$ cat src/rtl/mul_seq_ctrl.sv
// mul_seq_ctrl: shift-add multiplier sequencer driving a shared adder; MUL_EARLY_TERM_EN skips RUN on zero operands
module mul_seq_ctrl #(
  parameter int WIDTH = 32
) (
  input  logic             clk,
  input  logic             rst,
  input  logic             start,
  input  logic [WIDTH-1:0] a,
  input  logic [WIDTH-1:0] b,
  output logic             busy,
  output logic             done,
  output logic [WIDTH-1:0] prod_hi,
  output logic [WIDTH-1:0] prod_lo,
  output logic [WIDTH-1:0] add_x,
  output logic [WIDTH-1:0] add_y,
  output logic             add_c0,
  input  logic [WIDTH-1:0] add_s
);
  localparam int CW = $clog2(WIDTH) + 1;
  localparam logic [0:0] IDLE = 1'b0, RUN = 1'b1;
  logic [0:0]       state;
  logic [WIDTH-1:0] mcand;
  logic [CW-1:0]    cnt;
  logic             cout, zero_op;
`ifdef MUL_EARLY_TERM_EN
  assign zero_op = (a == '0) || (b == '0);
`else
  assign zero_op = 1'b0;
`endif
  always_comb begin
    add_x  = state == RUN ? prod_hi : '0;
    add_y  = (state == RUN && prod_lo[0]) ? mcand : '0;
    add_c0 = 1'b0;
    cout   = (add_x[WIDTH-1] & add_y[WIDTH-1]) | ((add_x[WIDTH-1] ^ add_y[WIDTH-1]) & ~add_s[WIDTH-1]);
  end
  always_ff @(posedge clk or posedge rst) begin
    if (rst) begin
      state   <= IDLE;
      busy    <= 1'b0;
      done    <= 1'b0;
      prod_hi <= '0;
      prod_lo <= '0;
      mcand   <= '0;
      cnt     <= '0;
    end else if (state == IDLE) begin
      done <= 1'b0;
      if (start && zero_op) begin
        prod_hi <= '0;
        prod_lo <= '0;
        done    <= 1'b1;
      end else if (start) begin
        prod_hi <= '0;
        prod_lo <= b;
        mcand   <= a;
        cnt     <= '0;
        state   <= RUN;
        busy    <= 1'b1;
      end
    end else begin
      // the adder has no carry-out, so it is rebuilt from the operand and sum MSBs
      {prod_hi, prod_lo} <= {cout, add_s, prod_lo[WIDTH-1:1]};
      cnt <= cnt + 1'b1;
      if (cnt == CW'(WIDTH - 1)) begin
        state <= IDLE;
        busy  <= 1'b0;
        done  <= 1'b1;
      end
    end
  end
endmodule

$ cat config.mk
export PLATFORM = sky130hd
export DESIGN_NAME = mul_seq_ctrl
export DESIGN_NICKNAME = d
export VERILOG_FILES = /design/src/rtl/mul_seq_ctrl.sv
export SDC_FILE = /design/constraint.sdc
export NUM_CORES = 1
export LEC_CHECK = 0
export ABC_AREA = 1
export ABC_CLOCK_PERIOD_IN_PS = 4650
export CORE_MARGIN = 2
export CORE_UTILIZATION = 40
export CTS_CLUSTER_DIAMETER = 120
export DETAILED_ROUTE_END_ITERATION = 8
export GPL_TIMING_DRIVEN = 1
export PLACE_DENSITY = 0.8
export SLEW_MARGIN = 20
export SYNTH_ARGS = -nofsm -noshare
export SYNTH_HDL_FRONTEND = slang
export SYNTH_SLANG_ARGS = --single-unit
$ cat constraint.sdc
create_clock -name clk -period 4.65 [get_ports clk]
set_input_delay 1.395 -clock clk [delete_from_list [all_inputs] [get_ports clk]]
set_output_delay 1.395 -clock clk [all_outputs]
set_load 0.1 [all_outputs]
== Word level (Yosys, flattened, before mapping) ==
Index checks and enable logic that the tools add are counted.
Word-level totals
  register bits: 105
  input port bits: 99
  output and inout port bits: 131
  word-level logic and storage cells: 36
Operators by class
  $add $sub $neg: 1
  eq/ne operators: 2
  mux-type cells: 16
  bitwise operators: 6
  reduce and logical (&&, ||, !) cells: 4
Operators with widths (count)
  $mux 32: 6
  $mux 6: 2
  $mux 1: 8
  $add 6x1->6 const B: 1
  $eq 6x5->1 const B: 1
  $reduce_and 2->1: 2
  $and 1x1->1: 2
  $ne 2x1->1 const B: 1
  $not 1->1: 2
  $reduce_bool 2->1: 1
  $logic_and 1x1->1: 1
  $or 1x1->1: 1
  $xor 1x1->1: 1

== Depth between registers and ports, before layout ==
  depth after elaboration: 6
  gate-level depth with buffers: 7
  gate-level depth less buffers: 6

== Worst setup path before layout ==
OpenSTA, ideal clock, no wires.
  path kind: reg2out
  from: register prod_lo[0]
  to: output add_y[10]
  arrival: 2.630 ns
  data required time: 3.255 ns
  slack: 0.625 ns
  stages on the path, launching flop included: 4
  buffers on the path: 1
  cell sequence: dfrtp_1 -> nand2_1 -> buf_2 -> nor2_1
On the way
  cells in the longest elaborated chain, start to end: 2
Ends and longest elaborated chain
  from (decl): line 13  | output logic [WIDTH-1:0] prod_lo,
  from (signal assigned): line 61  | {prod_hi, prod_lo} <= {cout, add_s, prod_lo[WIDTH-1:1]};
  $logic_and 1x1->1: line 32  | add_y = (state == RUN && prod_lo[0]) ? mcand : '0;
  $mux 32: line 32
  to (decl): line 15  | output logic [WIDTH-1:0] add_y,
No other way between the ends.

== Worst setup path in the final report ==
  from: register state
  to: output add_y[31]
On the way
  cells in the longest elaborated chain, start to end: 2
Ends and longest elaborated chain
  from (decl): line 21  | logic [0:0] state;
  from (signal assigned): line 38  | state <= IDLE;
  from (signal assigned): line 56  | state <= RUN;
  from (signal assigned): line 64  | state <= IDLE;
  $logic_and 1x1->1: line 32
  $mux 32: line 32
No other way between the ends.

==> results.md <==
- Share of the synthesized area in the top cell type: 57.7%
- Layout cells sized above 1: 11.9%
- Gr usage total: 20.3%
- Worst Hold Class: reg2reg
- Worst slew pin tran: 1020 ps
- Number of global-route vias before repair: 4155
- Max Cap Violations: 0
- Synth-to-layout area growth: 55.7%
- DR WL/cell: 13.9 um
- Post-Syn Area: 4560 sq um
- R2R depth: 5
- Final WL: 12500 um
- Worst hold stages: 2
- RSZ-0062 raised after global routing: false
- Largest net degree at the start of global routing: 72
- Register-to-register setup slack: 1850 ps
- Finished Layout Cells: 895
- Top cells by count, synth: nand2_1 (177), dfrtp_1 (105), inv_1 (73), nor2_1 (39), o21ai_0 (37)
- Asr flop ratio synth: 100%
- Setup TNS: 0 ps
- Register area share after synthesis: 57.7%
- Synthesized area per cell: 8.50 sq um
- Initial Utilization: 41.5%
- Post-Syn Instances: 536
- Worst-path clk slew: 60 ps
- DRC viols: 0
- WP data required: 3250 ps
- Worst setup path class: reg2out
- Fin nets: 852
- Critical path capture point type: primary output
- Router iterations before antenna repair: 4
- Clock net sink count: 105
- HP Start: done
- DIE HEIGHT: 111 um
- CTS Buf Count: 9
- Number of synthesized register bits: 105
- Max clock buf depth: 2
- Clock root buffer: clkbuf_16
- Worst Hold Path EP: done
- Startpoint types: flop
- Rel. slew slack: 31.8%
- Area contributors post-synth: dfrtp_1 (58%), nand2_1 (15%), inv_1 (6.0%)
- Rows: 38
- Cts hold-fix bufs: 0
- Post-CTS sizing: 0
- Setup Buffers After CTS: 0
- Via/cell ratio: 4.72
- Top-count cell post-synth: nand2_1
- CTS tree: built
- EDFF count, synth: 0
- Final min period: 4070 ps
- DRT iter0 DRCs: 240
- First-pass GRT wire length: 20600 um
- Fmax: 0.245 GHz
- Multi-input logic area: 1510 sq um
- Final Hold Violating Endpoints: 0
- Reg-to-reg endpoint: prod_hi[31]
- Worst EP arrival: 2680 ps
- Pins Over Slew Limit: 0
- Top FF cell, synth: dfrtp_1
- Hpwl dp: 8970 um
- Worst Path Max Fanout: 61
- Vias: 4220
- Critical R2R Launch: state
- Sequential cell area: 2630 sq um
- Cell variety after synth: 15
- Outcome: finished, final reports clean
- Top Ports: 230
- Initial antenna violation count: 0
- Synth area leader: dfrtp_1
- Skew final: 11.6 ps
- Final ANT Viol Nets: 0
- Final global-route overflow total: 0
- N_diodes: 0
- Layout fillers: 896
- Post-Place Cells: 880
- Die area: 12300 sq um
- Final setup viols: 0
- Clk_lat worst skew: 330 ps
- Syn nets: 637
- Die X: 111 um
- Core region area: 11000 sq um
- Utilization after layout: 64.6%
- Gpl congestion: 0.835
- Final hold slack: 493 ps
- IO Port Bufs: 228
- H-tree depth: 3
- Crit share post-route: 87.6%
- Warnings from Yosys: 0
[state kept, by name (all words and copies together), names as in the netlist]
| register | cells |
|---|---|
| mcand | 32 |
| busy | 1 |
| prod_hi | 32 |
| cnt | 6 |
| prod_lo | 32 |
| state | 1 |
| done | 1 |
[per-stage QoR]
step	setup slack [ps]	area, sq um
after floorplan	494	4560
after global placement	1070	6800
after detailed placement	930	6800
after CTS	570	7090
after global routing	341	7090
final	575	7090
[logic make-up (layout without fill, tap and decap cells)]
family / Yosys count / count (layout) / synth area share [%]
adder cells (fa/ha/maj): 2 / 2 / 0.549
buffers and inverters: 105 / 324 / 9.42
other: 1 / 1 / 0.0823
flip-flops: 105 / 105 / 57.7
AND/OR/NAND/NOR: 252 / 252 / 21.9
AO/OA/AOI/OAI: 71 / 71 / 10.4
[per-layer routing]
layer | vias to the layer above | share of wire [%] | global-route usage [%]
met5 | - | 0 | 0
met4 | 0 | 1.8 | 6.42
met3 | 20 | 6.2 | 4.59
met2 | 165 | 51 | 34.7
met1 | 1956 | 41 | 25.5
li1 | 2079 | - | -
[worst max-delay path by stage]
stage,start,slack (ps),endpoint,depth (start not counted)
global route,state,340,add_y[31],3
global placement,state,1070,add_y[31],3
finish,state,580,add_y[31],3
detailed placement,state,930,add_y[31],3
floorplan,rst,490,busy,1
CTS,state,570,add_y[31],3
[critical path, cell delays in order (launching register included)]
cell	delay (ps)
dfrtp_4	850
nand2_1	730
nor2_1	520
buf_12	230
[placed cells by master, fill, tap and decap left out, types with 2 or more instances in the layout]
master | synthesis | layout
nor2_4 | 1 | 2
a22o_1 | 31 | 31
nand3_1 | 34 | 34
o21ai_0 | 37 | 37
buf_4 | 3 | 70
a21oi_1 | 3 | 3
dfrtp_1 | 105 | 104
buf_12 | 0 | 2
clkbuf_16 | 0 | 9
ha_1 | 2 | 2
clkinvlp_4 | 0 | 2
nand2_1 | 177 | 177
inv_1 | 73 | 72
clkdlybuf4s50_1 | 0 | 164
nor2_1 | 39 | 38
[area by class of cell]
| class | count | area share, % |
|---|---|---|
| timing repair buffer | 236 | 31.1 |
| sequential | 105 | 37.1 |
| clock inverter | 4 | 0.759 |
| multi-input combinational | 326 | 21.2 |
| inverter | 73 | 3.90 |
| clock buffer | 11 | 3.42 |
| tap | 140 | 2.47 |
Power is left out: the tool's default activity adds up to more than one toggle a clock period on the data nets, which glitch-free logic cannot reach.
